<file path="config.mk">
export PLATFORM = sky130hd
export DESIGN_NAME = rebote_multisprite_flat
export DESIGN_NICKNAME = d
export VERILOG_FILES = /design/src/rtl/fantasma_pkg.sv /design/src/rtl/rebote_multisprite_if.sv /design/src/rtl/rebote_eje.sv /design/src/rtl/rebote_multisprite.sv /design/src/flat_wrapper.sv
export SDC_FILE = /design/constraint.sdc
export NUM_CORES = 1
export LEC_CHECK = 0
export CAP_MARGIN = 20
export CORE_MARGIN = 1
export CORE_UTILIZATION = 55
export CTS_CLUSTER_DIAMETER = 30
export DETAILED_ROUTE_END_ITERATION = 8
export DONT_BUFFER_PORTS = 1
export HOLD_SLACK_MARGIN = 0.15
export PLACE_DENSITY_LB_ADDON = 0.3
export SLEW_MARGIN = 40
export SYNTH_ARGS = -nofsm -noshare
export SYNTH_HDL_FRONTEND = slang
export SYNTH_SLANG_ARGS = --single-unit
</file>
<file path="constraint.sdc">
create_clock -name clk -period 5.65 [get_ports clk]
set_input_delay 1.13 -clock clk [delete_from_list [all_inputs] [get_ports clk]]
set_output_delay 1.13 -clock clk [all_outputs]
set_load 0.01 [all_outputs]
</file>
<file path="src/rtl/fantasma_pkg.sv">
// Shared definitions for the multi-sprite bounce engine: FSM encoding and
// per-sprite reset placement/direction.
package fantasma_pkg;

    localparam int CW_DEF = 11;

    typedef enum logic [1:0] {
        ST_IDLE    = 2'd0,
        ST_SWEEP   = 2'd1,
        ST_COLLIDE = 2'd2,
        ST_DONE    = 2'd3
    } state_t;

    function automatic int unsigned reset_x(input int unsigned i);
        return 32 + 64 * i;
    endfunction

    function automatic int unsigned reset_y(input int unsigned i);
        return 24 + 48 * i;
    endfunction

    // Direction bit: 1 = moving towards larger coordinates.
    function automatic logic reset_dirx(input int unsigned i);
        return (i % 2) == 0;
    endfunction

    function automatic logic reset_diry(input int unsigned i);
        return (i % 4) < 2;
    endfunction

endpackage

</file>
<file path="src/rtl/rebote_multisprite_if.sv">
// Sync-side inputs and per-frame sprite state outputs of rebote_multisprite.
interface rebote_multisprite_if
    import fantasma_pkg::*;
#(
    parameter int NSPR = 4,
    parameter int CW   = CW_DEF
);
    logic                 vsync;
    logic                 enable;
    logic [NSPR*CW-1:0]   posx;
    logic [NSPR*CW-1:0]   posy;
    logic                 busy;
    logic                 frame_done;
    logic [15:0]          bounce_cnt;
    logic                 overrun;
    logic [NSPR-1:0]      collide;

    modport master (
        output vsync, enable,
        input  posx, posy, busy, frame_done, bounce_cnt, overrun, collide
    );

    modport slave (
        input  vsync, enable,
        output posx, posy, busy, frame_done, bounce_cnt, overrun, collide
    );
endinterface

</file>
<file path="src/rtl/rebote_eje.sv">
// Combinational single-axis step: advance by SPEED, clamping and reflecting
// at 0 and at limit.
module rebote_eje
#(
    parameter int CW    = 11,
    parameter int SPEED = 1
)
(
    input  logic [CW-1:0] pos,
    input  logic          dir,
    input  logic [CW-1:0] limit,
    output logic [CW-1:0] new_pos,
    output logic          new_dir,
    output logic          bounce
);
    localparam logic [CW-1:0] SPD = CW'(SPEED);

    // One extra bit on the forward sum so positions near the top of the
    // coordinate range cannot wrap past the limit test.
    logic [CW:0] fwd;
    assign fwd = {1'b0, pos} + {1'b0, SPD};

    always_comb begin
        new_pos = pos;
        new_dir = dir;
        bounce  = 1'b0;
        if (dir) begin
            if (fwd > {1'b0, limit}) begin
                new_pos = limit;
                new_dir = 1'b0;
                bounce  = 1'b1;
            end else begin
                new_pos = fwd[CW-1:0];
            end
        end else begin
            if (pos < SPD) begin
                new_pos = '0;
                new_dir = 1'b1;
                bounce  = 1'b1;
            end else begin
                new_pos = pos - SPD;
            end
        end
    end
endmodule

</file>
<file path="src/rtl/rebote_multisprite.sv">
// Per-frame motion engine for NSPR bouncing sprites, one sprite per clock.
// Optional pairwise overlap scan enabled with macro REBOTE_COLLIDE_EN.
module rebote_multisprite
    import fantasma_pkg::*;
#(
    parameter int NSPR   = 4,
    parameter int CW     = CW_DEF,
    parameter int HRES   = 640,
    parameter int VRES   = 480,
    parameter int SPR_W  = 16,
    parameter int SPR_H  = 16,
    parameter int SPEED  = 1,
    parameter int VS_POL = 0
)
(
    input  logic                 clk,
    input  logic                 rst,
    rebote_multisprite_if.slave  bus
);
    localparam int              IW     = (NSPR > 1) ? $clog2(NSPR) : 1;
    localparam logic [IW-1:0]   LAST   = IW'(NSPR - 1);
    localparam logic            VS_ACT = (VS_POL != 0);
    localparam logic [CW-1:0]   XLIM   = CW'(HRES - SPR_W);
    localparam logic [CW-1:0]   YLIM   = CW'(VRES - SPR_H);
`ifdef REBOTE_COLLIDE_EN
    localparam bit              HAS_COL = (NSPR > 1);
`else
    localparam bit              HAS_COL = 1'b0;
`endif

    function automatic logic [15:0] sat_add(input logic [15:0] a, input logic [1:0] b);
        logic [16:0] s;
        s = {1'b0, a} + {15'd0, b};
        return s[16] ? 16'hFFFF : s[15:0];
    endfunction

    state_t          state, nxt;
    logic            vs_p0, start_p1;
    logic [IW-1:0]   idx;
    logic [CW-1:0]   xs [NSPR];
    logic [CW-1:0]   ys [NSPR];
    logic [NSPR-1:0] dxs, dys;
    logic [15:0]     bcnt;
    logic            ovr;
    logic [CW-1:0]   nx, ny;
    logic            ndx, ndy, bx, by;
    logic            sweep_start, sweep_last, pair_last;
    logic [NSPR-1:0] col_w;

    rebote_eje #(.CW(CW), .SPEED(SPEED)) u_eje_x (
        .pos(xs[idx]), .dir(dxs[idx]), .limit(XLIM),
        .new_pos(nx), .new_dir(ndx), .bounce(bx)
    );

    rebote_eje #(.CW(CW), .SPEED(SPEED)) u_eje_y (
        .pos(ys[idx]), .dir(dys[idx]), .limit(YLIM),
        .new_pos(ny), .new_dir(ndy), .bounce(by)
    );

    // Stage p0/p1: vsync history and registered frame-start strobe
    always_ff @(posedge clk) begin
        if (rst) begin
            vs_p0    <= ~VS_ACT;
            start_p1 <= 1'b0;
        end else begin
            vs_p0    <= bus.vsync;
            start_p1 <= (bus.vsync == VS_ACT) && (vs_p0 != VS_ACT);
        end
    end

    assign sweep_start = (state == ST_IDLE) && start_p1 && bus.enable;
    assign sweep_last  = (state == ST_SWEEP) && (idx == LAST);

    always_ff @(posedge clk) begin
        if (rst) state <= ST_IDLE;
        else     state <= nxt;
    end

    always_comb begin
        nxt = state;
        case (state)
            ST_IDLE:    if (sweep_start) nxt = ST_SWEEP;
            ST_SWEEP:   if (idx == LAST) nxt = HAS_COL ? ST_COLLIDE : ST_DONE;
            ST_COLLIDE: if (pair_last) nxt = ST_DONE;
            ST_DONE:    nxt = ST_IDLE;
            default:    nxt = ST_IDLE;
        endcase
    end

    // Sweep datapath: one sprite written back per SWEEP cycle
    always_ff @(posedge clk) begin
        if (rst) begin
            for (int i = 0; i < NSPR; i++) begin
                xs[i]  <= CW'(reset_x(i));
                ys[i]  <= CW'(reset_y(i));
                dxs[i] <= reset_dirx(i);
                dys[i] <= reset_diry(i);
            end
            idx  <= '0;
            bcnt <= '0;
            ovr  <= 1'b0;
        end else begin
            if (sweep_start) begin
                idx <= '0;
            end else if (state == ST_SWEEP) begin
                xs[idx]  <= nx;
                ys[idx]  <= ny;
                dxs[idx] <= ndx;
                dys[idx] <= ndy;
                bcnt     <= sat_add(bcnt, {1'b0, bx} + {1'b0, by});
                idx      <= idx + 1'b1;
            end
            if (start_p1 && (state != ST_IDLE)) ovr <= 1'b1;
        end
    end

`ifdef REBOTE_COLLIDE_EN
    logic [IW-1:0]   pa, pb;
    logic [NSPR-1:0] col_r;
    logic [CW-1:0]   ddx, ddy;
    logic            pair_hit;

    assign pair_last = (pa == IW'(NSPR - 2)) && (pb == LAST);

    always_comb begin
        ddx      = (xs[pa] >= xs[pb]) ? xs[pa] - xs[pb] : xs[pb] - xs[pa];
        ddy      = (ys[pa] >= ys[pb]) ? ys[pa] - ys[pb] : ys[pb] - ys[pa];
        pair_hit = (ddx < CW'(SPR_W)) && (ddy < CW'(SPR_H));
    end

    // Stage: pair scan (a<b) over the just-updated positions
    always_ff @(posedge clk) begin
        if (rst) begin
            pa    <= '0;
            pb    <= '0;
            col_r <= '0;
        end else begin
            if (sweep_start) col_r <= '0;
            if (sweep_last) begin
                pa <= '0;
                pb <= IW'(1);
            end else if (state == ST_COLLIDE) begin
                if (pair_hit) begin
                    col_r[pa] <= 1'b1;
                    col_r[pb] <= 1'b1;
                end
                if (pb == LAST) begin
                    pa <= pa + IW'(1);
                    pb <= pa + IW'(2);
                end else begin
                    pb <= pb + IW'(1);
                end
            end
        end
    end

    assign col_w = col_r;
`else
    assign pair_last = 1'b1;
    assign col_w     = '0;
`endif

    logic [NSPR*CW-1:0] posx_w, posy_w;

    always_comb begin
        posx_w = '0;
        posy_w = '0;
        for (int i = 0; i < NSPR; i++) begin
            posx_w[i*CW +: CW] = xs[i];
            posy_w[i*CW +: CW] = ys[i];
        end
    end

    assign bus.posx       = posx_w;
    assign bus.posy       = posy_w;
    assign bus.busy       = (state != ST_IDLE);
    assign bus.frame_done = (state == ST_DONE);
    assign bus.bounce_cnt = bcnt;
    assign bus.overrun    = ovr;
    assign bus.collide    = col_w;

endmodule

</file>
<file path="src/flat_wrapper.sv">
// flat-port wrapper written by rule: the top's interface ports become plain ports
module rebote_multisprite_flat import fantasma_pkg::*;
#(
    parameter int NSPR   = 4,
    parameter int CW     = CW_DEF,
    parameter int HRES   = 640,
    parameter int VRES   = 480,
    parameter int SPR_W  = 16,
    parameter int SPR_H  = 16,
    parameter int SPEED  = 1,
    parameter int VS_POL = 0
)
  (clk, rst, bus_vsync, bus_enable, bus_posx, bus_posy, bus_busy, bus_frame_done, bus_bounce_cnt, bus_overrun, bus_collide);
  rebote_multisprite_if #(.NSPR(NSPR), .CW(CW)) bus_i ();
  input  logic clk;
  input  logic rst;
  input wire logic [$bits(bus_i.vsync)-1:0] bus_vsync;
  input wire logic [$bits(bus_i.enable)-1:0] bus_enable;
  output wire logic [$bits(bus_i.posx)-1:0] bus_posx;
  output wire logic [$bits(bus_i.posy)-1:0] bus_posy;
  output wire logic [$bits(bus_i.busy)-1:0] bus_busy;
  output wire logic [$bits(bus_i.frame_done)-1:0] bus_frame_done;
  output wire logic [$bits(bus_i.bounce_cnt)-1:0] bus_bounce_cnt;
  output wire logic [$bits(bus_i.overrun)-1:0] bus_overrun;
  output wire logic [$bits(bus_i.collide)-1:0] bus_collide;
  assign bus_i.vsync = bus_vsync;
  assign bus_i.enable = bus_enable;
  assign bus_posx = bus_i.posx;
  assign bus_posy = bus_i.posy;
  assign bus_busy = bus_i.busy;
  assign bus_frame_done = bus_i.frame_done;
  assign bus_bounce_cnt = bus_i.bounce_cnt;
  assign bus_overrun = bus_i.overrun;
  assign bus_collide = bus_i.collide;
  rebote_multisprite #(.NSPR(NSPR), .CW(CW), .HRES(HRES), .VRES(VRES), .SPR_W(SPR_W), .SPR_H(SPR_H), .SPEED(SPEED), .VS_POL(VS_POL)) u_core (.clk(clk), .rst(rst), .bus(bus_i));
endmodule
</file>
==> metrics.txt, run 1 <==
total CTS buffers=17; Peak VDD IR=0.251 mV; starting density of the core=a little under 60%; Fill cells=between 800 and 900; post-synthesis mux area share=about a tenth; Post-CTS Setup Bufs=0; share of cells above drive strength 1=around 14%; required time at the worst-slack endpoint=roughly 6000 ps; Synth area leaders=edfxtp_1 41%, dfxtp_1 10%, mux4_2 8.5%; most common cell in the synthesized netlist=nor2_1; Reg2Reg Setup Slack=roughly 650 ps; largest area contributor in the netlist=edfxtp_1; Core Area=around 11000 um2; first-pass detailed-route iteration total=5; top_reg_cell synth=edfxtp_1; Antenna diodes=0; Die X=between 100 and 150 um; dpl ws=774 ps; main combinational cell family by area after synthesis=simple AND/OR/NAND/NOR gates; simple logic cell fraction of the synthesized area=between 10% and 20%; vias per cell=~6.3; drc violations=0; Avg Inst Size Synth=approximately 11 um2; Slew Viols, Final=0; R2R depth=15; Detailed Route WL=roughly 16 mm; outcome=finished clean; clock skew=roughly 5.6 ps; via count=~4600; GR Util All Layers=between 20% and 30%; hold endpoint=u_core.start_p1$_SDFF_PP0_; setup violators final=0; Min-Delay Path Class=reg2reg; clock sinks=roughly 120; area delta synth->final=10.2%; Async SR Flop Fraction=0%; clk root buf=clkbuf_16; Yosys top cell area share=41.4%; Pleak=2.49 nW; Post-synth top cells=101 x nor2_1, 88 x edfxtp_1, 64 x nand2_1; post-synthesis adder-cell area fraction=about 3.1%; clock slew at reported path FFs=50 ps; hold_sp=u_core.vs_p0$_SDFF_PP1_; DR iter-0 viols=roughly 380; initial antenna violation count=0; Die Area=12000 um2; compound-gate portion of the synthesized area=slightly below 9%; CTS H-tree depth=4; Rows=38; CP arrival=5330 ps; crit-path max FO=17; max_cap viols=0; highest clock rate=between 0.2 and 0.25 GHz; placed cells=~700; hold-fix buffers at CTS=0; Synth Area in XOR/XNOR=4.80%; first-pass GRT wire length=approximately 24 mm; vias in the first global route=about 4500; Worst Tran Pin Value=approximately 750 ps; final period utilization=about nine tenths; Yosys reg bits=121; post-synthesis sequential area ratio=51.7%; Final #Nets=604; Worst Hold Depth=2; post-route non-filler standard cell count=between 700 and 800; worst skew pair latency=between 400 and 500 ps; Syn. warnings=0; Final Critical Period=approximately 5000 ps; Sum Neg Setup Slack=0 ps; RR Endpoint=u_core.bus.bounce_cnt[13]$_SDFFE_PP0P_; number of flops mapped to enable cells by yosys=88; Pwr Total=around 0.0035 W; Mapped Area=between 6000 and 7000 um2; CP endpoint kind=flop; per-cell routed wire length=around 22 um; CTS tree=done; Mapped Cells=between 500 and 600; final hold vios=0; largest net degree at the start of global routing=31; Power Density=~500 nW/um2; total I/O pin count=around 120; Startpoint Class=flop; Final ANT Viol Nets=0; Max transition margin=roughly 50%; setup ws final=between 600 and 700 ps; gpl congestion=0.965; Max Buffers Root-to-Sink=2; # port buffers=0; total congestion overflow=0; unrepaired setup endpoints after global routing=false; Distinct cells, synth=between 60 and 70; Post-DP HPWL=between 10 and 15 mm; die height=~110 um; cts repair resizes=0; WS Path Type=reg2reg
worst max path at each step:
stage | end | startpoint | slack (ps) | cells past startpoint
after floorplan | u_core.bus.bounce_cnt[14]$_SDFFE_PP0P_ | flop | 1520 | 18
after global placement | u_core.bus.bounce_cnt[11]$_SDFFE_PP0P_ | flop | 1030 | 15
after CTS | u_core.bus.bounce_cnt[13]$_SDFFE_PP0P_ | flop | 720 | 15
after detailed placement | u_core.bus.bounce_cnt[13]$_SDFFE_PP0P_ | flop | 770 | 15
after global routing | u_core.bus.bounce_cnt[13]$_SDFFE_PP0P_ | flop | 160 | 15
final | u_core.bus.bounce_cnt[13]$_SDFFE_PP0P_ | flop | 650 | 15
logic make-up after synthesis:
group	count (synthesis)
muxes	30
buffers and inverters	64
adders and majority gates	15
xor gates and xnor gates	35
and+or+nand+nor	241
AOI/OAI and AO/OA	78
other	1
DFF	121
sequential cells by signal, summed over array words and instances (netlist names), named ones only:
signal and flops:
u_core.ys 44, u_core.dxs 4, u_core.dys 4, u_core.idx 2
u_core.bus.bounce_cnt 16, u_core.vs_p0 1, u_core.xs 44, u_core.state 2
u_core.bus.overrun 1, u_core.start_p1 1
per-stage QoR:
| step | hold WS [ps] | area (um2) | util (%) |
|---|---|---|---|
| after global placement | 401 | 6450 | 58.2 |
| final | 420 | 7040 | 63.5 |
| after global routing | 463 | 7040 | 63.5 |
| after detailed placement | 403 | 6460 | 58.3 |
| after CTS | 417 | 7040 | 63.5 |
| after floorplan | 392 | 6400 | - |
worst max-delay path, cell delays in order (launching register included):
cell,delay [ps]
dfxtp_2,440
buf_4,370
mux4_2,410
and3_1,290
nand3_1,220
nor3b_1,330
xor2_1,230
o31a_1,450
o21ai_1,220
fa_1,470
inv_1,100
ha_1,260
nand3_1,100
nor3_1,340
nand2_1,380
a21oi_1,260
power breakdown:
part           switching, W  leakage [nW]  internal, W
combinational      0.000806          1.09     0.000431
sequential         0.000132          1.12      0.00107
clock              0.000378         0.291     0.000657
total               0.00132          2.49      0.00216
placed cells by master (no fill, tap or decap), types with 5 or more instances in the layout:
cell type / instances
nor2_1: 101
edfxtp_1: 88
nand2_1: 64
inv_1: 32
dfxtp_1: 32
a21oi_1: 26
mux4_2: 24
xor2_1: 20
nand3_1: 19
clkbuf_16: 19
xnor2_1: 15
ha_1: 13
nor3_1: 9
buf_4: 9
o21ai_1: 8
and3_1: 6
a221oi_2: 5
mux2i_1: 5
nor3_2: 5
nand4_1: 5
a211oi_1: 5
o21ai_0: 5
metal layers:
metal	global-route usage [%]	up-vias	wire [um]
li1	-	2099	-
met1	36.3	2277	6500
met2	44.4	238	7710
met3	7.53	27	1410
met4	9.71	0	278
met5	0	-	0
layout make-up:
class                      instances  area [um2]  share of cell area [%]
sequential                       121        3300                    47.0
multi-input combinational        403        2790                    39.7
clock inverter                     6        32.5                   0.462
timing repair buffer               9        67.6                   0.960
tap                              140         175                    2.49
inverter                          33         124                    1.76
clock buffer                      26         542                    7.70
No activity file was read; power rests on OpenSTA's default activity.
==> run 2, diff against run 1 <==
--- a/config.mk
+++ b/config.mk
@@ -7,10 +7,11 @@
 export LEC_CHECK = 0
 export CAP_MARGIN = 20
 export CORE_MARGIN = 1
-export CORE_UTILIZATION = 55
+export CORE_UTILIZATION = 24
 export CTS_CLUSTER_DIAMETER = 30
 export DETAILED_ROUTE_END_ITERATION = 8
 export DONT_BUFFER_PORTS = 1
+export GPL_TIMING_DRIVEN = 0
 export HOLD_SLACK_MARGIN = 0.15
 export PLACE_DENSITY_LB_ADDON = 0.3
 export SLEW_MARGIN = 40
==> run 2 against run 1 <==
Power grew 4.2%. Hold slack lost 4.0 ps. Wire length grew 19%. Cell area grew 5.4%. Critical path depth grew 2. Cell count grew 29%. Clock power is essentially flat. Critical endpoint is now u_core.bus.bounce_cnt[4]$_SDFFE_PP0P_. Largest cell class unchanged.
==> metrics.txt, run 2 (synthesis gave the netlist of run 1 again) <==
outcome=finished clean (unchanged); first-pass GRT wire length=28.0 mm (was 24.4 mm); Fill cells=2720 (was 866); CP Cell Sequence=buf_2 > buf_2 > mux4_2 > nand3_1 > nor3b_1 > xor2_1 > o31a_1 > buf_2 > o21ai_1 > fa_1 > inv_1 > ha_1 > nand3_1 > nor3_1 > nand2_1 > clkbuf_1 > a21oi_1 (was buf_4 > mux4_2 > and3_1 > nand3_1 > nor3b_1 > xor2_1 > o31a_1 > o21ai_1 > fa_1 > inv_1 > ha_1 > nand3_1 > nor3_1 > nand2_1 > a21oi_1); max_cap viols=0 (unchanged); total I/O pin count=115 (unchanged); cts repair resizes=0 (unchanged); clock skew=10.3 ps (was 5.65 ps); area delta synth->final=16.1% (was 10.2%); Min-Delay Path Class=reg2reg (unchanged); dpl ws=593 ps (was 774 ps); worst skew pair latency=420 ps (was 410 ps); P_sw=0.00142 W (was 0.00132 W); Max Buffers Root-to-Sink=2 (unchanged); Worst Tran Pin Value=838 ps (was 749 ps); setup violators final=0 (unchanged); cell-internal power=0.00220 W (was 0.00216 W); CTS tree=done (unchanged); area of the multi-input gates=2800 um2 (was 2790 um2); WS Path Type=reg2reg (unchanged); unrepaired setup endpoints after global routing=false (unchanged); R2R depth=17 (was 15); first-pass detailed-route iteration total=5 (unchanged); hold-fix buffers at CTS=0 (unchanged); Final #Nets=626 (was 604); sequential power share=32.5% (was 34.6%); CP endpoint kind=flop (unchanged); Slew Viols, Final=0 (unchanged); die height=165 um (was 110 um); CTS H-tree depth=4 (unchanged); Post-CTS Setup Bufs=0 (unchanged); GR Util All Layers=14.2% (was 27.7%); Max transition margin=44.2% (was 49.9%); Power Density=488 nW/um2 (was 494 nW/um2); setup ws final=620 ps (was 653 ps); highest clock rate=0.199 GHz (was 0.200 GHz); Clock Power Share=29.7% (was 29.8%); Detailed Route WL=18.9 mm (was 15.9 mm); hold_sp=u_core.vs_p0$_SDFF_PP1_ (unchanged); total congestion overflow=0 (unchanged); Die Area=27300 um2 (was 12000 um2); Crit path largest cell delay=490 ps (was 470 ps); crit-path max FO=10 (was 17); # port buffers=0 (unchanged); clk root buf=clkbuf_16 (unchanged); combinational share of power=37.8% (was 35.6%); final hold vios=0 (unchanged); final period utilization=89.0% (was 88.4%); Die X=165 um (was 110 um); required time at the worst-slack endpoint=5990 ps (about the same); RR Endpoint=u_core.bus.bounce_cnt[4]$_SDFFE_PP0P_ (was u_core.bus.bounce_cnt[13]$_SDFFE_PP0P_); Core Area=26100 um2 (was 11100 um2); largest net degree at the start of global routing=23 (was 31); gpl congestion=0.844 (was 0.965); vias in the first global route=4475 (was 4478); most used cell, CP=buf_2 (was nand3_1); Rows=59 (was 38); starting density of the core=24.5% (was 57.6%); Final ANT Viol Nets=0 (unchanged); initial antenna violation count=0 (unchanged); Reg2Reg Setup Slack=620 ps (was 650 ps); most common cell after layout, fill and taps aside=nor2_1 (unchanged); crit path to=u_core.bus.bounce_cnt[4]$_SDFFE_PP0P_ (was u_core.bus.bounce_cnt[13]$_SDFFE_PP0P_); vias per cell=4.76 (was 6.29); clock sinks=121 (unchanged); share of cells above drive strength 1=15.2% (was 14.2%); per-cell routed wire length=19.8 um (was 21.5 um); Final Critical Period=5030 ps (was 5000 ps); CP max stage cell=fa_1 (unchanged); clock slew at reported path FFs=60 ps (was 50 ps); drc violations=0 (unchanged); Buf/Inv on CP=5 (was 2); Post-DP HPWL=13.2 mm (was 11.2 mm); critical path's top delay family=buffers and inverters (was simple AND/OR/NAND/NOR gates); Startpoint Class=flop (unchanged); DR iter-0 viols=374 (was 379); Register Area=3300 um2 (about the same); Pleak=2.53 nW (was 2.49 nW); Sum Neg Setup Slack=0 ps (unchanged); Peak VDD IR=0.192 mV (was 0.251 mV); total CTS buffers=17 (unchanged); Sw Ratio=39.2% (was 37.9%); commonest non-fill, non-tap cells in the layout=101 x nor2_1, 88 x edfxtp_1, 60 x nand2_1 (was 101 x nor2_1, 88 x edfxtp_1, 64 x nand2_1); CP arrival=5370 ps (was 5330 ps); Antenna diodes=0 (unchanged); via count=4542 (was 4641); Stages on worst setup path=17 (was 15)
## run 2: changes by cell type in the layout (fill, tap and decap cells not counted), sizes merged
cell      previous run  this run
buf                  9        16
clkbuf              26        33
clkinvlp             0         5
bufinv               0         2
clkinv               4         5
## run 2: metrics by stage
step | cells | utilization [%] | area (um2) | hold slack [ps] | total power (W)
3_3_place_gp | 923 | 26.2 | 6820 | 406 | 0.00256
4_1_cts | 955 | 28.5 | 7420 | 416 | 0.00365
6_report | 955 | 28.5 | 7420 | 416 | 0.00362
2_1_floorplan | 588 | - | 6400 | 392 | 0.00218
5_1_grt | 955 | 28.5 | 7420 | 424 | 0.00383
3_5_place_dp | 923 | 26.2 | 6840 | 399 | 0.00257
## run 2: layer usage
metal	wire length, um	GRT usage [%]	vias to the layer above	share of wire [%]
li1	-	-	2139	-
met3	1370	4.77	19	7.3
met2	8950	22.3	144	47
met1	8200	18.0	2240	43
met5	0	0	-	0
met4	342	5.05	0	1.8
## run 2: worst min path at each step
stage | endpoint | cells past startpoint
global placement | u_core.start_p1$_SDFF_PP0_ | 2
detailed placement | u_core.start_p1$_SDFF_PP0_ | 2
finish | u_core.start_p1$_SDFF_PP0_ | 2
global route | u_core.start_p1$_SDFF_PP0_ | 2
CTS | u_core.start_p1$_SDFF_PP0_ | 2
floorplan | u_core.start_p1$_SDFF_PP0_ | 2
## run 2: worst min-delay path, delay by kind of cell (launching register included)
family / cells / cell delay, ps
buf+inv: 1 / 40
flops: 1 / 300
simple gates: 1 / 30
## run 2: area by class of cell
type,count,share of cell area [%]
Inverter,33,1.67
Buffer,31,2.56
Clock inverter,14,2.02
Tap cell,335,5.65
Multi-Input combinational cell,403,37.8
Sequential cell,121,44.5
Clock buffer,18,5.79
## run 2: power groups by stage
stage	Clock, W	Combinational, W	Sequential (W)
6_report	0.00107	0.00137	0.00118
5_1_grt	0.00113	0.00151	0.00119
4_1_cts	0.00109	0.00138	0.00118
3_5_place_dp	0	0.00137	0.00120
3_3_place_gp	0	0.00136	0.00120
2_1_floorplan	0	0.00102	0.00116
==> run 3, diff against run 2 <==
==> constraint.sdc (replaced) <==
create_clock -name clk -period 5.6 [get_ports clk]
set_input_delay 1.12 -clock clk [delete_from_list [all_inputs] [get_ports clk]]
set_output_delay 1.12 -clock clk [all_outputs]
set_load 0.01 [all_outputs]
==> results of run 3 <==
Same layout as run 2 (identical final DEF). Status: finished clean.
Main changes from that run: setup slack after placement 593 ps -> 543 ps; setup slack after layout 620 ps -> 570 ps; register-to-register setup slack 620 ps -> 570 ps; total power 0.00362 W -> 0.00365 W; worst IR drop on VDD 0.192 mV -> 0.194 mV
